**config.mk**
```make
export PLATFORM = sky130hd
export DESIGN_NAME = rv32i_operand_stage_flat
export DESIGN_NICKNAME = d
export VERILOG_FILES = /design/src/rtl/rv32i_operand_stage_if.sv /design/src/rtl/rv32i_operand_stage.sv /design/src/flat_wrapper.sv
export SDC_FILE = /design/constraint.sdc
export NUM_CORES = 1
export LEC_CHECK = 0
export BUFFER_PORTS_ARGS = -buffer_cell sky130_fd_sc_hd__buf_2
export CAP_MARGIN = 20
export CORE_ASPECT_RATIO = 0.9
export CORE_MARGIN = 10
export CORE_UTILIZATION = 48
export CTS_BUF_LIST = sky130_fd_sc_hd__clkbuf_2 sky130_fd_sc_hd__clkbuf_4 sky130_fd_sc_hd__clkbuf_8
export DETAILED_ROUTE_END_ITERATION = 8
export GPL_ROUTABILITY_DRIVEN = 0
export GPL_TIMING_DRIVEN = 0
export PLACE_DENSITY = 0.9
export SLEW_MARGIN = 10
export SYNTH_ARGS = -nofsm -noshare
export SYNTH_HDL_FRONTEND = slang
export SYNTH_SLANG_ARGS = --single-unit
```
**constraint.sdc**
```tcl
create_clock -name clk -period 1.8 [get_ports clk]
set_input_delay 0.18 -clock clk [delete_from_list [all_inputs] [get_ports clk]]
set_output_delay 0.18 -clock clk [all_outputs]
set_load 0.05 [all_outputs]
```
**src/rtl/rv32i_operand_stage_if.sv**
```systemverilog
`default_nettype none
// ============================================================================
// Module     : rv32i_operand_stage_if
// Description: Decoded-instruction, forwarding and EX-side bundle for the
//              ID/EX operand stage.
// Revision   : 1.0
// ============================================================================
interface rv32i_operand_stage_if #(
    parameter int XLEN = 32
);
    logic            flush;

    logic            in_valid;
    logic            in_ready;
    logic [XLEN-1:0] in_pc;
    logic [6:0]      in_opcode;
    logic [2:0]      in_funct3;
    logic            in_funct7b5;
    logic [4:0]      in_rs1_addr;
    logic [4:0]      in_rs2_addr;
    logic [4:0]      in_rd_addr;
    logic [XLEN-1:0] in_rs1_data;
    logic [XLEN-1:0] in_rs2_data;
    logic [XLEN-1:0] in_imm;

    logic            fwd1_valid;
    logic            fwd1_we;
    logic            fwd1_is_load;
    logic [4:0]      fwd1_rd;
    logic [XLEN-1:0] fwd1_data;
    logic            fwd2_valid;
    logic            fwd2_we;
    logic [4:0]      fwd2_rd;
    logic [XLEN-1:0] fwd2_data;

    logic            out_valid;
    logic            out_ready;
    logic [3:0]      out_alu_op;
    logic [XLEN-1:0] out_alu_a;
    logic [XLEN-1:0] out_alu_b;
    logic [XLEN-1:0] out_rs2_data;
    logic [XLEN-1:0] out_pc;
    logic [2:0]      out_funct3;
    logic [4:0]      out_rd_addr;
    logic            out_rd_we;
    logic            out_is_load;
    logic            out_illegal;

    // Upstream decoder, hazard sources and downstream EX stage.
    modport master (
        output flush, in_valid, in_pc, in_opcode, in_funct3, in_funct7b5,
               in_rs1_addr, in_rs2_addr, in_rd_addr, in_rs1_data, in_rs2_data, in_imm,
               fwd1_valid, fwd1_we, fwd1_is_load, fwd1_rd, fwd1_data,
               fwd2_valid, fwd2_we, fwd2_rd, fwd2_data, out_ready,
        input  in_ready, out_valid, out_alu_op, out_alu_a, out_alu_b, out_rs2_data,
               out_pc, out_funct3, out_rd_addr, out_rd_we, out_is_load, out_illegal
    );

    // The operand stage itself.
    modport slave (
        input  flush, in_valid, in_pc, in_opcode, in_funct3, in_funct7b5,
               in_rs1_addr, in_rs2_addr, in_rd_addr, in_rs1_data, in_rs2_data, in_imm,
               fwd1_valid, fwd1_we, fwd1_is_load, fwd1_rd, fwd1_data,
               fwd2_valid, fwd2_we, fwd2_rd, fwd2_data, out_ready,
        output in_ready, out_valid, out_alu_op, out_alu_a, out_alu_b, out_rs2_data,
               out_pc, out_funct3, out_rd_addr, out_rd_we, out_is_load, out_illegal
    );
endinterface
`default_nettype wire

```
**src/rtl/rv32i_operand_stage.sv**
```systemverilog
`default_nettype none
// ============================================================================
// Module     : rv32i_operand_stage
// Description: RV32I ID/EX stage: forwarding, ALU operand/op selection,
//              load-use stall and a valid/ready output register.
// Revision   : 1.0
// ============================================================================
module rv32i_operand_stage #(
    parameter int XLEN = 32
) (
    input  logic                 clk,
    input  logic                 rst_n,
    rv32i_operand_stage_if.slave bus
);

    localparam logic [6:0] c_OPC_OP     = 7'b0110011;
    localparam logic [6:0] c_OPC_OPIMM  = 7'b0010011;
    localparam logic [6:0] c_OPC_LOAD   = 7'b0000011;
    localparam logic [6:0] c_OPC_STORE  = 7'b0100011;
    localparam logic [6:0] c_OPC_LUI    = 7'b0110111;
    localparam logic [6:0] c_OPC_AUIPC  = 7'b0010111;
    localparam logic [6:0] c_OPC_JAL    = 7'b1101111;
    localparam logic [6:0] c_OPC_JALR   = 7'b1100111;
    localparam logic [6:0] c_OPC_BRANCH = 7'b1100011;

    localparam logic [3:0] c_ALU_ADD = 4'b0000;
    localparam logic [3:0] c_ALU_SUB = 4'b1000;

    // A pending load in EX is never a legal forwarding source; the stall covers it.
    function automatic logic [XLEN-1:0] fwd_sel(
        input logic [4:0]      addr,
        input logic [XLEN-1:0] rf_data,
        input logic            f1_hit,
        input logic [4:0]      f1_rd,
        input logic [XLEN-1:0] f1_data,
        input logic            f2_hit,
        input logic [4:0]      f2_rd,
        input logic [XLEN-1:0] f2_data
    );
        logic [XLEN-1:0] r;
        if (addr == 5'd0)                     r = '0;
        else if (f1_hit && (f1_rd == addr))   r = f1_data;
        else if (f2_hit && (f2_rd == addr))   r = f2_data;
        else                                  r = rf_data;
        return r;
    endfunction

    logic            w_f1_fwd_ok;
    logic            w_f2_fwd_ok;
    logic [XLEN-1:0] w_rs1_val;
    logic [XLEN-1:0] w_rs2_val;

    assign w_f1_fwd_ok = bus.fwd1_valid & bus.fwd1_we & ~bus.fwd1_is_load;
    assign w_f2_fwd_ok = bus.fwd2_valid & bus.fwd2_we;

    assign w_rs1_val = fwd_sel(bus.in_rs1_addr, bus.in_rs1_data,
                               w_f1_fwd_ok, bus.fwd1_rd, bus.fwd1_data,
                               w_f2_fwd_ok, bus.fwd2_rd, bus.fwd2_data);
    assign w_rs2_val = fwd_sel(bus.in_rs2_addr, bus.in_rs2_data,
                               w_f1_fwd_ok, bus.fwd1_rd, bus.fwd1_data,
                               w_f2_fwd_ok, bus.fwd2_rd, bus.fwd2_data);

    logic [3:0]      w_alu_op;
    logic [XLEN-1:0] w_alu_a;
    logic [XLEN-1:0] w_alu_b;
    logic            w_use_rs1;
    logic            w_use_rs2;
    logic            w_we;
    logic            w_is_load;
    logic            w_illegal;

    always_comb begin
        w_alu_op  = c_ALU_ADD;
        w_alu_a   = '0;
        w_alu_b   = '0;
        w_use_rs1 = 1'b0;
        w_use_rs2 = 1'b0;
        w_we      = 1'b0;
        w_is_load = 1'b0;
        w_illegal = 1'b0;
        case (bus.in_opcode)
            c_OPC_OP: begin
                w_alu_op  = {bus.in_funct7b5, bus.in_funct3};
                w_alu_a   = w_rs1_val;
                w_alu_b   = w_rs2_val;
                w_use_rs1 = 1'b1;
                w_use_rs2 = 1'b1;
                w_we      = 1'b1;
            end
            c_OPC_OPIMM: begin
                // inst[30] is an immediate bit except for SRAI.
                w_alu_op  = {(bus.in_funct3 == 3'b101) & bus.in_funct7b5, bus.in_funct3};
                w_alu_a   = w_rs1_val;
                w_alu_b   = bus.in_imm;
                w_use_rs1 = 1'b1;
                w_we      = 1'b1;
            end
            c_OPC_LOAD: begin
                w_alu_a   = w_rs1_val;
                w_alu_b   = bus.in_imm;
                w_use_rs1 = 1'b1;
                w_we      = 1'b1;
                w_is_load = 1'b1;
            end
            c_OPC_STORE: begin
                w_alu_a   = w_rs1_val;
                w_alu_b   = bus.in_imm;
                w_use_rs1 = 1'b1;
                w_use_rs2 = 1'b1;
            end
            c_OPC_LUI: begin
                w_alu_b   = bus.in_imm;
                w_we      = 1'b1;
            end
            c_OPC_AUIPC: begin
                w_alu_a   = bus.in_pc;
                w_alu_b   = bus.in_imm;
                w_we      = 1'b1;
            end
            c_OPC_JAL: begin
                w_alu_a   = bus.in_pc;
                w_alu_b   = XLEN'(4);
                w_we      = 1'b1;
            end
            c_OPC_JALR: begin
                w_alu_a   = bus.in_pc;
                w_alu_b   = XLEN'(4);
                w_use_rs1 = 1'b1;
                w_we      = 1'b1;
            end
            c_OPC_BRANCH: begin
                w_alu_op  = c_ALU_SUB;
                w_alu_a   = w_rs1_val;
                w_alu_b   = w_rs2_val;
                w_use_rs1 = 1'b1;
                w_use_rs2 = 1'b1;
            end
            default: begin
                w_illegal = 1'b1;
            end
        endcase
    end

    logic w_stall;
    logic w_in_ready;
    logic w_xfer;

    assign w_stall = bus.in_valid & bus.fwd1_valid & bus.fwd1_we & bus.fwd1_is_load &
                     (bus.fwd1_rd != 5'd0) &
                     ((w_use_rs1 & (bus.in_rs1_addr == bus.fwd1_rd)) |
                      (w_use_rs2 & (bus.in_rs2_addr == bus.fwd1_rd)));

    logic            valid_q;
    logic [3:0]      alu_op_q;
    logic [XLEN-1:0] alu_a_q;
    logic [XLEN-1:0] alu_b_q;
    logic [XLEN-1:0] rs2_data_q;
    logic [XLEN-1:0] pc_q;
    logic [2:0]      funct3_q;
    logic [4:0]      rd_addr_q;
    logic            rd_we_q;
    logic            is_load_q;
    logic            illegal_q;

    assign w_in_ready = bus.flush | ((~valid_q | bus.out_ready) & ~w_stall);
    assign w_xfer     = bus.in_valid & w_in_ready;

    always_ff @(posedge clk or negedge rst_n) begin
        if (!rst_n) begin
            valid_q    <= 1'b0;
            alu_op_q   <= '0;
            alu_a_q    <= '0;
            alu_b_q    <= '0;
            rs2_data_q <= '0;
            pc_q       <= '0;
            funct3_q   <= '0;
            rd_addr_q  <= '0;
            rd_we_q    <= 1'b0;
            is_load_q  <= 1'b0;
            illegal_q  <= 1'b0;
        end else if (bus.flush) begin
            valid_q    <= 1'b0;
        end else if (w_xfer) begin
            valid_q    <= 1'b1;
            alu_op_q   <= w_alu_op;
            alu_a_q    <= w_alu_a;
            alu_b_q    <= w_alu_b;
            rs2_data_q <= w_rs2_val;
            pc_q       <= bus.in_pc;
            funct3_q   <= bus.in_funct3;
            rd_addr_q  <= bus.in_rd_addr;
            rd_we_q    <= w_we & (bus.in_rd_addr != 5'd0);
            is_load_q  <= w_is_load;
            illegal_q  <= w_illegal;
        end else if (bus.out_ready) begin
            valid_q    <= 1'b0;
        end
    end

    assign bus.in_ready     = w_in_ready;
    assign bus.out_valid    = valid_q;
    assign bus.out_alu_op   = alu_op_q;
    assign bus.out_alu_a    = alu_a_q;
    assign bus.out_alu_b    = alu_b_q;
    assign bus.out_rs2_data = rs2_data_q;
    assign bus.out_pc       = pc_q;
    assign bus.out_funct3   = funct3_q;
    assign bus.out_rd_addr  = rd_addr_q;
    assign bus.out_rd_we    = rd_we_q;
    assign bus.out_is_load  = is_load_q;
    assign bus.out_illegal  = illegal_q;

endmodule
`default_nettype wire

```
**src/flat_wrapper.sv**
```systemverilog
// flat-port wrapper written by rule: the top's interface ports become plain ports
module rv32i_operand_stage_flat 
#(
    parameter int XLEN = 32
)
  (clk, rst_n, bus_flush, bus_in_valid, bus_in_pc, bus_in_opcode, bus_in_funct3, bus_in_funct7b5, bus_in_rs1_addr, bus_in_rs2_addr, bus_in_rd_addr, bus_in_rs1_data, bus_in_rs2_data, bus_in_imm, bus_fwd1_valid, bus_fwd1_we, bus_fwd1_is_load, bus_fwd1_rd, bus_fwd1_data, bus_fwd2_valid, bus_fwd2_we, bus_fwd2_rd, bus_fwd2_data, bus_out_ready, bus_in_ready, bus_out_valid, bus_out_alu_op, bus_out_alu_a, bus_out_alu_b, bus_out_rs2_data, bus_out_pc, bus_out_funct3, bus_out_rd_addr, bus_out_rd_we, bus_out_is_load, bus_out_illegal);
  rv32i_operand_stage_if #(.XLEN(XLEN)) bus_i ();
  input  logic clk;
  input  logic rst_n;
  input wire logic [$bits(bus_i.flush)-1:0] bus_flush;
  input wire logic [$bits(bus_i.in_valid)-1:0] bus_in_valid;
  input wire logic [$bits(bus_i.in_pc)-1:0] bus_in_pc;
  input wire logic [$bits(bus_i.in_opcode)-1:0] bus_in_opcode;
  input wire logic [$bits(bus_i.in_funct3)-1:0] bus_in_funct3;
  input wire logic [$bits(bus_i.in_funct7b5)-1:0] bus_in_funct7b5;
  input wire logic [$bits(bus_i.in_rs1_addr)-1:0] bus_in_rs1_addr;
  input wire logic [$bits(bus_i.in_rs2_addr)-1:0] bus_in_rs2_addr;
  input wire logic [$bits(bus_i.in_rd_addr)-1:0] bus_in_rd_addr;
  input wire logic [$bits(bus_i.in_rs1_data)-1:0] bus_in_rs1_data;
  input wire logic [$bits(bus_i.in_rs2_data)-1:0] bus_in_rs2_data;
  input wire logic [$bits(bus_i.in_imm)-1:0] bus_in_imm;
  input wire logic [$bits(bus_i.fwd1_valid)-1:0] bus_fwd1_valid;
  input wire logic [$bits(bus_i.fwd1_we)-1:0] bus_fwd1_we;
  input wire logic [$bits(bus_i.fwd1_is_load)-1:0] bus_fwd1_is_load;
  input wire logic [$bits(bus_i.fwd1_rd)-1:0] bus_fwd1_rd;
  input wire logic [$bits(bus_i.fwd1_data)-1:0] bus_fwd1_data;
  input wire logic [$bits(bus_i.fwd2_valid)-1:0] bus_fwd2_valid;
  input wire logic [$bits(bus_i.fwd2_we)-1:0] bus_fwd2_we;
  input wire logic [$bits(bus_i.fwd2_rd)-1:0] bus_fwd2_rd;
  input wire logic [$bits(bus_i.fwd2_data)-1:0] bus_fwd2_data;
  input wire logic [$bits(bus_i.out_ready)-1:0] bus_out_ready;
  output wire logic [$bits(bus_i.in_ready)-1:0] bus_in_ready;
  output wire logic [$bits(bus_i.out_valid)-1:0] bus_out_valid;
  output wire logic [$bits(bus_i.out_alu_op)-1:0] bus_out_alu_op;
  output wire logic [$bits(bus_i.out_alu_a)-1:0] bus_out_alu_a;
  output wire logic [$bits(bus_i.out_alu_b)-1:0] bus_out_alu_b;
  output wire logic [$bits(bus_i.out_rs2_data)-1:0] bus_out_rs2_data;
  output wire logic [$bits(bus_i.out_pc)-1:0] bus_out_pc;
  output wire logic [$bits(bus_i.out_funct3)-1:0] bus_out_funct3;
  output wire logic [$bits(bus_i.out_rd_addr)-1:0] bus_out_rd_addr;
  output wire logic [$bits(bus_i.out_rd_we)-1:0] bus_out_rd_we;
  output wire logic [$bits(bus_i.out_is_load)-1:0] bus_out_is_load;
  output wire logic [$bits(bus_i.out_illegal)-1:0] bus_out_illegal;
  assign bus_i.flush = bus_flush;
  assign bus_i.in_valid = bus_in_valid;
  assign bus_i.in_pc = bus_in_pc;
  assign bus_i.in_opcode = bus_in_opcode;
  assign bus_i.in_funct3 = bus_in_funct3;
  assign bus_i.in_funct7b5 = bus_in_funct7b5;
  assign bus_i.in_rs1_addr = bus_in_rs1_addr;
  assign bus_i.in_rs2_addr = bus_in_rs2_addr;
  assign bus_i.in_rd_addr = bus_in_rd_addr;
  assign bus_i.in_rs1_data = bus_in_rs1_data;
  assign bus_i.in_rs2_data = bus_in_rs2_data;
  assign bus_i.in_imm = bus_in_imm;
  assign bus_i.fwd1_valid = bus_fwd1_valid;
  assign bus_i.fwd1_we = bus_fwd1_we;
  assign bus_i.fwd1_is_load = bus_fwd1_is_load;
  assign bus_i.fwd1_rd = bus_fwd1_rd;
  assign bus_i.fwd1_data = bus_fwd1_data;
  assign bus_i.fwd2_valid = bus_fwd2_valid;
  assign bus_i.fwd2_we = bus_fwd2_we;
  assign bus_i.fwd2_rd = bus_fwd2_rd;
  assign bus_i.fwd2_data = bus_fwd2_data;
  assign bus_i.out_ready = bus_out_ready;
  assign bus_in_ready = bus_i.in_ready;
  assign bus_out_valid = bus_i.out_valid;
  assign bus_out_alu_op = bus_i.out_alu_op;
  assign bus_out_alu_a = bus_i.out_alu_a;
  assign bus_out_alu_b = bus_i.out_alu_b;
  assign bus_out_rs2_data = bus_i.out_rs2_data;
  assign bus_out_pc = bus_i.out_pc;
  assign bus_out_funct3 = bus_i.out_funct3;
  assign bus_out_rd_addr = bus_i.out_rd_addr;
  assign bus_out_rd_we = bus_i.out_rd_we;
  assign bus_out_is_load = bus_i.out_is_load;
  assign bus_out_illegal = bus_i.out_illegal;
  rv32i_operand_stage #(.XLEN(XLEN)) u_core (.clk(clk), .rst_n(rst_n), .bus(bus_i));
endmodule
```
==> flow_summary.json, run 1 <==
{
  "globalRouteMet1Util_pct": 37.43,
  "fin_setup_tns_ns": -6.245,
  "dpl_cell_area_um2": 10000,
  "final_util_pct": 77.33,
  "grt_setup_unrepaired": "yes",
  "slew_headroom_pct": 44.67,
  "wl_per_cell_um": 26.55,
  "drcViolationCount": 0,
  "antenna_found_initial": 2,
  "finalHoldWorstSlack_ns": 0.04548,
  "netlist_area_um2": 7752,
  "synth_cells": 832,
  "fin_ws_ns": -0.1852,
  "cap_violations": 0,
  "start_util_pct": 48.56,
  "synth_cell_types": 48,
  "grt_use_total_pct": 34.02,
  "syn_nets": 1070,
  "drt_iter0_markers": 1246,
  "portBuffers": 381,
  "clk-insertion-delay-late_ns": 0.45,
  "power_density_nw_per_um2": 822.0,
  "worstPathRequired_ns": 2.12,
  "fin_crit_ns": 1.985,
  "ys.flop_type": "dfrtp_1",
  "first_global_vias": 10120,
  "start_kind": "input pin",
  "design_area_um2": 12350,
  "synth-async-reset-ratio_pct": 100.0,
  "peakVddDrop_uv": 632.3,
  "grt_pass1_wl_mm": 57.93,
  "core_um2": 15970,
  "arrival_ns": 2.31,
  "clock_skew_ns": 0.01532,
  "place_ws_ns": -0.7824,
  "synth_simple_gate_area_share_pct": 15.95,
  "vias": 9991,
  "cts_tree": "done",
  "syn2layout_area_growth_pct": 59.25,
  "avgViaCountPerCell": 6.384,
  "synthXorXnorAreaFrac_pct": 2.372,
  "final_max_slew_viol_count": 0,
  "grt_util_met2_pct": 56.93,
  "post-route-period-util_pct": 110.3,
  "ys_warn_count": 0,
  "synthMuxAreaShare_pct": 8.134,
  "synth_top_area_share_pct": 46.48,
  "synth_seq_area_share_pct": 46.48,
  "synth-compound-area-share_pct": 22.30,
  "use_met3_pct": 11.14,
  "yosys.area.top_type": "dfrtp_1",
  "die_w_um": 154.0,
  "root_buffer": "clkbuf_8",
  "hpwlAfterDp_mm": 26.71,
  "clock_path_buffers": 2,
  "synth_top_family_by_area": "compound AO/OA/AOI/OAI gates",
  "cts_htree_levels": 4,
  "drive_gt1_share_pct": 44.13,
  "wl_mm": 41.54,
  "hp-class": "in2reg",
  "die_area_um2": 21640,
  "antenna_left": 0,
  "instances_no_fill": 1565,
  "failed_checks": "setup timing",
  "cp_max_fo": 7,
  "total_power_mw": 10.15,
  "synth_edf_count": 0,
  "grt_overflow_total": 0,
  "clk_pin_slew_ns": 0.09,
  "layout.nets": 1580,
  "n_fill_cell": 989,
  "numCtsBuffers": 17,
  "die_h_um": 140.6,
  "setup_viol": 120,
  "finalHoldViolations": 0,
  "grt.busiest_layer": "met2",
  "grt_max_degree": 110,
  "syn_avg_cell_area_um2": 9.318,
  "worst_pin_slew_ns": 0.8300,
  "crit_type": "in2reg",
  "ys_top_cells_by_area": "dfrtp_1 46%, mux2i_1 8.1%, nand2_1 6.8%",
  "dp_cells": 1421,
  "ios": 383,
  "clock-sinks": 144,
  "p_leak_nw": 6.581,
  "synth_adder_area_share_pct": 0,
  "worstSetupEndpointType": "flip-flop",
  "clock.fmax_mhz": 503.7,
  "synth_seq_cells": 144,
  "status": "complete, but fails checks",
  "rows": 44,
  "drtPass1Iterations": 9
}
-- power by group --
group / internal, mW / switching (mW) / total, mW
Combinational: 1.07 / 2.43 / 3.50
Clock: 1.45 / 1.37 / 2.82
Sequential: 3.60 / 0.225 / 3.82
Total: 6.12 / 4.03 / 10.1
-- per-layer routing --
layer	up-vias	share of wire [%]	wire (um)
li1	4025	-	-
met3	269	13	5301
met5	-	0	0
met1	4668	33	13620
met2	1029	48	19800
met4	0	6.8	2819
-- registers in the layout, summed over array words and instances (netlist names) --
| signal | count |
|---|---|
| u_core.bus.out_alu_a | 32 |
| u_core.bus.out_alu_b | 32 |
| u_core.bus.out_pc | 32 |
| u_core.bus.out_rs2_data | 32 |
| u_core.bus.out_rd_addr | 5 |
| u_core.bus.out_alu_op | 4 |
| u_core.bus.out_funct3 | 3 |
| u_core.bus.out_illegal | 1 |
| u_core.bus.out_is_load | 1 |
| u_core.bus.out_rd_we | 1 |
| u_core.bus.out_valid | 1 |
-- layout make-up --
class,instances,area [um^2],area share (%)
well taps,207,259.0,2.098
multi-input cells,617,4210,34.10
repair buffers,494,3168,25.66
diodes,3,7.507,0.06081
clock inverters,12,158.9,1.287
inverters,3,11.26,0.09121
flip-flops and latches,144,3605,29.20
plain buffers,65,663.1,5.371
clock buffers,20,262.8,2.128
-- path summary, 6_finish.rpt --
path                                                  startpoint                              endpoint  slack [ns]  cells past startpoint
worst max-delay path                              bus_fwd1_rd[1]   u_core.bus.out_alu_b[5]$_DFFE_PN0P_       -0.19                      9
worst min-delay path                               bus_out_ready      u_core.bus.out_valid$_DFFE_PN0P_        0.05                      3
worst max register to register  u_core.bus.out_valid$_DFFE_PN0P_  u_core.bus.out_alu_b[13]$_DFFE_PN0P_       -0.17                      8
worst min register to register  u_core.bus.out_rd_we$_DFFE_PN0P_      u_core.bus.out_rd_we$_DFFE_PN0P_        0.48                      2
max in group asynchronous                                  rst_n      u_core.bus.out_pc[3]$_DFFE_PN0P_        0.69                      3
min in group asynchronous                                  rst_n  u_core.bus.out_funct3[0]$_DFFE_PN0P_        0.18                      2
-- kinds of logic (layout without fill, tap and decap cells) --
group | Yosys count | after routing
buf+inv | 71 | 594
xor+xnor | 21 | 21
simple gates | 290 | 290
flops | 144 | 144
compound gates | 243 | 243
other cells | 0 | 3
mux | 63 | 63
-- what timing repair did --
action / CTS / global route
buffers inserted: 16 / 14
pin swaps: 14 / 37
endpoints found under the hold margin: 110 / 0
gates cloned: 0 / 9
hold buffers: 73 / 0
resized for setup: 49 / 176
setup endpoints to repair: 97 / 140
-- worst max-delay path: stages --
cell      delay (ns)
buf_8           0.11
or4_4           0.56
nor2_4          0.10
nand4b_1        0.23
buf_4           0.17
nand4_4         0.20
buf_12          0.23
buf_12          0.14
a221o_1         0.37
-- synth_stat cells, types with 7 or more instances --
master	instances
o21ai_0	7
xnor2_1	9
a21oi_1	97
buf_4	7
nor2_1	105
a211o_1	32
mux2i_1	63
clkbuf_1	30
dfrtp_1	144
buf_2	25
a221o_1	31
a22o_1	33
a211oi_1	31
nand2_1	140
xor2_1	12
-- placed cells by master, fill, tap and decap left out, types with 25 or more instances in the layout --
cell           Yosys  final
dlygate4sd3_1      0     73
a221o_1           31     31
a211oi_2           0     25
a21oi_1           97     74
buf_2             25    378
buf_4              7     31
mux2i_1           63     58
dfrtp_1          144    143
nor2_1           105    101
a22o_1            33     33
nand2_1          140    134
a211o_1           32     32
(Power assumes the default switching activity.)
==> run 2: changes to the inputs <==
--- a/config.mk
+++ b/config.mk
@@ -9,10 +9,9 @@
 export CAP_MARGIN = 20
-export CORE_ASPECT_RATIO = 0.9
-export CORE_MARGIN = 10
-export CORE_UTILIZATION = 48
+export CORE_AREA = 10 10 142 144
 export CTS_BUF_LIST = sky130_fd_sc_hd__clkbuf_2 sky130_fd_sc_hd__clkbuf_4 sky130_fd_sc_hd__clkbuf_8
 export DETAILED_ROUTE_END_ITERATION = 8
+export DIE_AREA = 0 0 152 154
 export GPL_ROUTABILITY_DRIVEN = 0
 export GPL_TIMING_DRIVEN = 0
-export PLACE_DENSITY = 0.9
+export PLACE_DENSITY = 0.85
 export SLEW_MARGIN = 10
==> constraint.sdc (replaced) <==
create_clock -name clk -period 1.8 [get_ports clk]
set_input_delay 0 -clock clk [delete_from_list [all_inputs] [get_ports clk]]
set_output_delay 0 -clock clk [all_outputs]
set_load 0.05 [all_outputs]
==> run 2 against run 1 <==
The run still ends with setup timing left. Via count down 4.6%. Worst setup slack better by 0.048 ns. Global-route usage down 2.5 points. Highest routed layer unchanged. Non-clock buffer count up 23. Utilization down 7.3 points. First-iteration DRC count down 25%. Clock power about the same.
==> flow_summary.json, run 2 (synthesized netlist as in run 1, its figures left out) <==
{
  "crit_slowest_cell": "dfrtp_2",
  "fin_ws_ns": -0.1371,
  "max_stage_delay_ns": 0.43,
  "grt_max_degree": 77,
  "setup_viol": 30,
  "finalHoldViolations": 0,
  "syn2layout_area_growth_pct": 55.15,
  "drtPass1Iterations": 6,
  "p_leak_nw": 6.433,
  "layout.nets": 1603,
  "place_ws_ns": -0.5594,
  "status": "complete, but fails checks",
  "layout_commonest_cell": "buf_2",
  "grt_pass1_wl_mm": 59.06,
  "die_w_um": 152,
  "power_density_nw_per_um2": 828.3,
  "wl_per_cell_um": 24.58,
  "clock_path_buffers": 2,
  "die_area_um2": 23410,
  "clk_pin_slew_ns": 0.08,
  "grt_overflow_total": 0,
  "final_util_pct": 70.02,
  "finalHoldWorstSlack_ns": 0.01455,
  "first_global_vias": 10190,
  "grt_setup_unrepaired": "yes",
  "clock_skew_ns": 0.008921,
  "path_delay_family": "simple AND/OR/NAND/NOR gates",
  "drt_iter0_markers": 938,
  "antenna_found_initial": 1,
  "slew_headroom_pct": 47.82,
  "drcViolationCount": 0,
  "crit_chain": "nand2b_4 -> nand4_1 -> nor4_2 -> nand4_1 -> buf_6 -> buf_6 -> a211oi_1 -> a221o_1",
  "drive_gt1_share_pct": 37.11,
  "antenna_left": 0,
  "ios": 383,
  "hp-class": "in2reg",
  "cts_htree_levels": 4,
  "cts_tree": "done",
  "cp_max_fo": 10,
  "rows": 48,
  "avgViaCountPerCell": 5.941,
  "start_util_pct": 45.13,
  "vias": 9535,
  "portBuffers": 381,
  "peakVddDrop_uv": 567.4,
  "worstSetupEndpointType": "flip-flop",
  "hpwlAfterDp_mm": 27.07,
  "final_max_slew_viol_count": 0,
  "arrival_ns": 2.33,
  "final_cell_mix": "401 x buf_2, 143 x dfrtp_1, 140 x nand2_1",
  "worst_pin_slew_ns": 0.7827,
  "critPathBufInv": 2,
  "grt_use_total_pct": 31.53,
  "die_h_um": 154,
  "fin_crit_ns": 1.937,
  "worstPathRequired_ns": 2.19,
  "start_kind": "flip-flop",
  "post-route-period-util_pct": 107.6,
  "failed_checks": "setup timing",
  "wl_mm": 39.46,
  "total_power_mw": 9.962,
  "clk-insertion-delay-late_ns": 0.46,
  "numCtsBuffers": 17,
  "clock-sinks": 144,
  "root_buffer": "clkbuf_8",
  "crit_type": "reg2reg",
  "clock.fmax_mhz": 516.2,
  "cap_violations": 0,
  "core_um2": 17180
}
==> run 2: cell types whose count changed in the layout (fill, tap and decap cells not counted), sizes merged <==
cell,delta
dlygate4sd3,+53
buf,-26
clkinv,-5
clkinvlp,+2
bufinv,-1
inv,-1
==> run 2: final timing paths <==
path / start / to / slack [ns] / depth (start not counted)
worst max-delay path: u_core.bus.out_valid$_DFFE_PN0P_ / u_core.bus.out_alu_b[13]$_DFFE_PN0P_ / -0.14 / 8
worst min-delay path: bus_in_rs1_data[17] / u_core.bus.out_alu_a[17]$_DFFE_PN0P_ / 0.01 / 4
worst max register to register: u_core.bus.out_valid$_DFFE_PN0P_ / u_core.bus.out_alu_b[13]$_DFFE_PN0P_ / -0.14 / 8
worst min register to register: u_core.bus.out_is_load$_DFFE_PN0P_ / u_core.bus.out_is_load$_DFFE_PN0P_ / 0.48 / 2
max in group asynchronous: rst_n / u_core.bus.out_alu_b[13]$_DFFE_PN0P_ / 0.93 / 3
min in group asynchronous: rst_n / u_core.bus.out_funct3[1]$_DFFE_PN0P_ / 0.07 / 2
==> run 2: layer usage <==
metal	GRT usage [%]	part of all wire (%)	vias up
met5	0	0	-
met4	15.54	4.0	0
met3	9.651	11	136
met2	53.42	49	772
met1	35.37	36	4559
li1	-	-	4068
==> run 2: layout make-up <==
| class | instances | area [um^2] |
|---|---|---|
| plain buffers | 67 | 447.9 |
| multi-input cells | 617 | 3960 |
| clock buffers | 24 | 324.1 |
| diodes | 3 | 7.507 |
| repair buffers | 515 | 3292 |
| well taps | 225 | 281.5 |
| flip-flops and latches | 144 | 3605 |
| clock inverters | 7 | 98.84 |
| inverters | 3 | 11.26 |
| fillers | 1280 | 5149 |
==> run 2: per-stage QoR <==
step	TNS (ns)	std cells	instance area [um^2]
final	-1.756	1605	12030
after CTS	0	1598	11740
after global placement	-248.81	1438	9956
after detailed placement	-57.22	1439	9993
after global routing	-3.773	1603	12020
after floorplan	0	832	7767
==> run 2: what timing repair did <==
action	CTS	global route
pin swaps	3	7
buffers inserted	2	4
endpoints found under the hold margin	279	0
endpoints found under the setup margin	33	86
gates cloned	0	1
resized for setup	14	76
hold buffers	126	0
==> run 2: worst reg2reg max path: cells and delay by family (launching register included) <==
kind,cells,cell delay (ns)
AO/OA/AOI/OAI,2,0.44
buffers and inverters,2,0.33
flip-flops,1,0.43
AND/OR/NAND/NOR,4,0.68
==> run 2: power by group <==
part | total (mW) | switching, mW | internal [mW] | leakage (nW)
logic | 3.35 | 2.37 | 0.985 | 4.40
registers | 3.82 | 0.217 | 3.60 | 1.83
clock network | 2.80 | 1.33 | 1.47 | 0.203
total | 9.96 | 3.91 | 6.05 | 6.43
==> run 3: changes to the inputs <==
- CELL_PAD_IN_SITES_DETAIL_PLACEMENT: not set -> 0
- CELL_PAD_IN_SITES_GLOBAL_PLACEMENT: not set -> 2
- CORE_AREA: 10 10 142 144 -> not set
- CORE_ASPECT_RATIO: not set -> 1.2
- CORE_MARGIN: not set -> 10
- CORE_UTILIZATION: not set -> 27
- DIE_AREA: 0 0 152 154 -> not set
- PLACE_DENSITY: 0.85 -> 0.9
- REMOVE_ABC_BUFFERS: not set -> 1
==> run 3 against run 2 <==
The run still ends with setup timing left. Sequential share of layout area is 1.7 points lower. First-iteration DRC count decreased by 46%. Global-route usage fell by 12 points. Utilization decreased by 25 points. Count of clock-buffer cells in the layout down 4. Critical path depth stayed put. Sequential cell count unchanged. Register-to-register slack gained 0.11 ns. Wire length is 7.7% lower. Critical path type unchanged. Critical endpoint is now u_core.bus.out_alu_b[30]$_DFFE_PN0P_. Highest routed layer unchanged.
==> flow_summary.json, run 3 (synthesized netlist as in run 1, its figures left out) <==
{
  "seq_area_um2": 3603,
  "layout_commonest_cell": "buf_2",
  "arrival_ns": 2.21,
  "wl_per_cell_um": 20.64,
  "drcViolationCount": 0,
  "die_area_um2": 35920,
  "final_util_pct": 45.23,
  "finalHoldViolations": 0,
  "antenna_left": 0,
  "wl_mm": 36.42,
  "clk_pin_slew_ns": 0.09,
  "cts_tree": "done",
  "cts_htree_levels": 4,
  "rows": 67,
  "hp-class": "in2reg",
  "status": "complete, but fails checks",
  "worstPathRequired_ns": 2.19,
  "root_buffer": "clkbuf_8",
  "numCtsBuffers": 17,
  "crit_type": "reg2reg",
  "syn2layout_area_growth_pct": 64.33,
  "clock_skew_ns": 0.007393,
  "drt_iter0_markers": 508,
  "failed_checks": "setup timing",
  "slew_headroom_pct": 33.97,
  "clock-sinks": 144,
  "hpwlAfterDp_mm": 25.20,
  "final_cell_mix": "380 x buf_2, 182 x dlygate4sd3_1, 144 x dfrtp_1",
  "drive_gt1_share_pct": 35.55,
  "core_um2": 28170,
  "multi_input_area_um2": 4059,
  "peakVddDrop_uv": 429.2,
  "clock.fmax_mhz": 548.2,
  "cap_violations": 0,
  "avgViaCountPerCell": 4.946,
  "die_h_um": 205.6,
  "post-route-period-util_pct": 101.3,
  "drtPass1Iterations": 5,
  "grt_setup_unrepaired": "yes",
  "worstSetupEndpointType": "flip-flop",
  "grt_pass1_wl_mm": 54.82,
  "start_kind": "flip-flop",
  "ios": 383,
  "vias": 8725,
  "n_fill_cell": 2753,
  "fin_setup_tns_ns": -0.03569,
  "final_max_slew_viol_count": 0,
  "first_global_vias": 9305,
  "antenna_found_initial": 1,
  "grt_overflow_total": 0,
  "die_w_um": 174.7,
  "layout.nets": 1609,
  "fin_crit_ns": 1.824,
  "power_density_nw_per_um2": 805.6,
  "grt_use_total_pct": 19.43,
  "cp_max_fo": 13,
  "grt_max_degree": 75,
  "clk-insertion-delay-late_ns": 0.46,
  "p_leak_nw": 6.629,
  "setup_viol": 5,
  "fin_ws_ns": -0.02403,
  "worst_pin_slew_ns": 0.9904,
  "start_util_pct": 27.52,
  "clock_path_buffers": 2,
  "portBuffers": 382,
  "reg2reg_slack_ns": -0.02
}
## run 3: per-layer routing
layer / global-route usage, % / vias to the layer above / wire length, um
met5: 0 / - / 0
met4: 6.729 / 0 / 792
met3: 5.317 / 42 / 2306
met2: 34.40 / 331 / 18910
met1: 22.09 / 4269 / 14410
li1: - / 4083 / -
## run 3: critical path, cell delays in order, from the launching register on
cell      delay [ns]
dfrtp_1         0.41
nand2b_4        0.09
nand4_1         0.18
nor4_4          0.21
nand4_1         0.11
buf_4           0.19
buf_6           0.17
a211oi_4        0.22
a221o_1         0.15
## run 3: cell type report
| type | instances | share of cell area, % |
|---|---|---|
| repair buffers | 587 | 32.45 |
| multi-input cells | 618 | 31.86 |
| flip-flops and latches | 144 | 28.29 |
| well taps | 379 | 3.722 |
| clock buffers | 20 | 2.161 |
| clock inverters | 12 | 1.414 |
| inverters | 3 | 0.08839 |
| diodes | 1 | 0.01964 |
## run 3: where the power goes
part | leakage, nW | internal, mW | switching (mW) | total [mW]
combinational | 4.58 | 1.07 | 2.32 | 3.39
sequential | 1.83 | 3.60 | 0.196 | 3.79
clock | 0.225 | 1.63 | 1.45 | 3.08
total | 6.63 | 6.30 | 3.96 | 10.3
## run 3: timing repair
action / 4_1_cts / 5_1_grt
endpoints found under the setup margin: 87 / 75
buffers inserted: 8 / 2
hold endpoints to repair: 248 / 0
hold buffers: 182 / 0
cloned: 1 / 0
resized for setup: 14 / 33
pin swaps: 4 / 3
## run 3: path summary, 6_finish.rpt
check,startpoint,endpoint,depth (start not counted)
max in group asynchronous,rst_n,u_core.bus.out_pc[19]$_DFFE_PN0P_,3
min in group asynchronous,rst_n,u_core.bus.out_rs2_data[12]$_DFFE_PN0P_,2
min,bus_in_rs1_data[14],u_core.bus.out_alu_a[14]$_DFFE_PN0P_,4
max,u_core.bus.out_valid$_DFFE_PN0P_,u_core.bus.out_alu_b[30]$_DFFE_PN0P_,8
max reg2reg,u_core.bus.out_valid$_DFFE_PN0P_,u_core.bus.out_alu_b[30]$_DFFE_PN0P_,8
min reg2reg,u_core.bus.out_is_load$_DFFE_PN0P_,u_core.bus.out_is_load$_DFFE_PN0P_,2
## run 3: through the flow
step	cells	area (um^2)	setup WS [ns]	hold slack, ns	total power, mW
5_1_grt	1764	12740	-0.1418	-0.01892	10.75
3_3_place_gp	1525	9781	-7.282	0.2046	6.841
6_report	1764	12740	-0.02403	0.02016	10.26
2_1_floorplan	764	7395	-3.213	-0.2956	5.753
4_1_cts	1761	12570	0.005189	0.0001858	10.36
3_5_place_dp	1538	10120	-1.014	0.003124	6.874
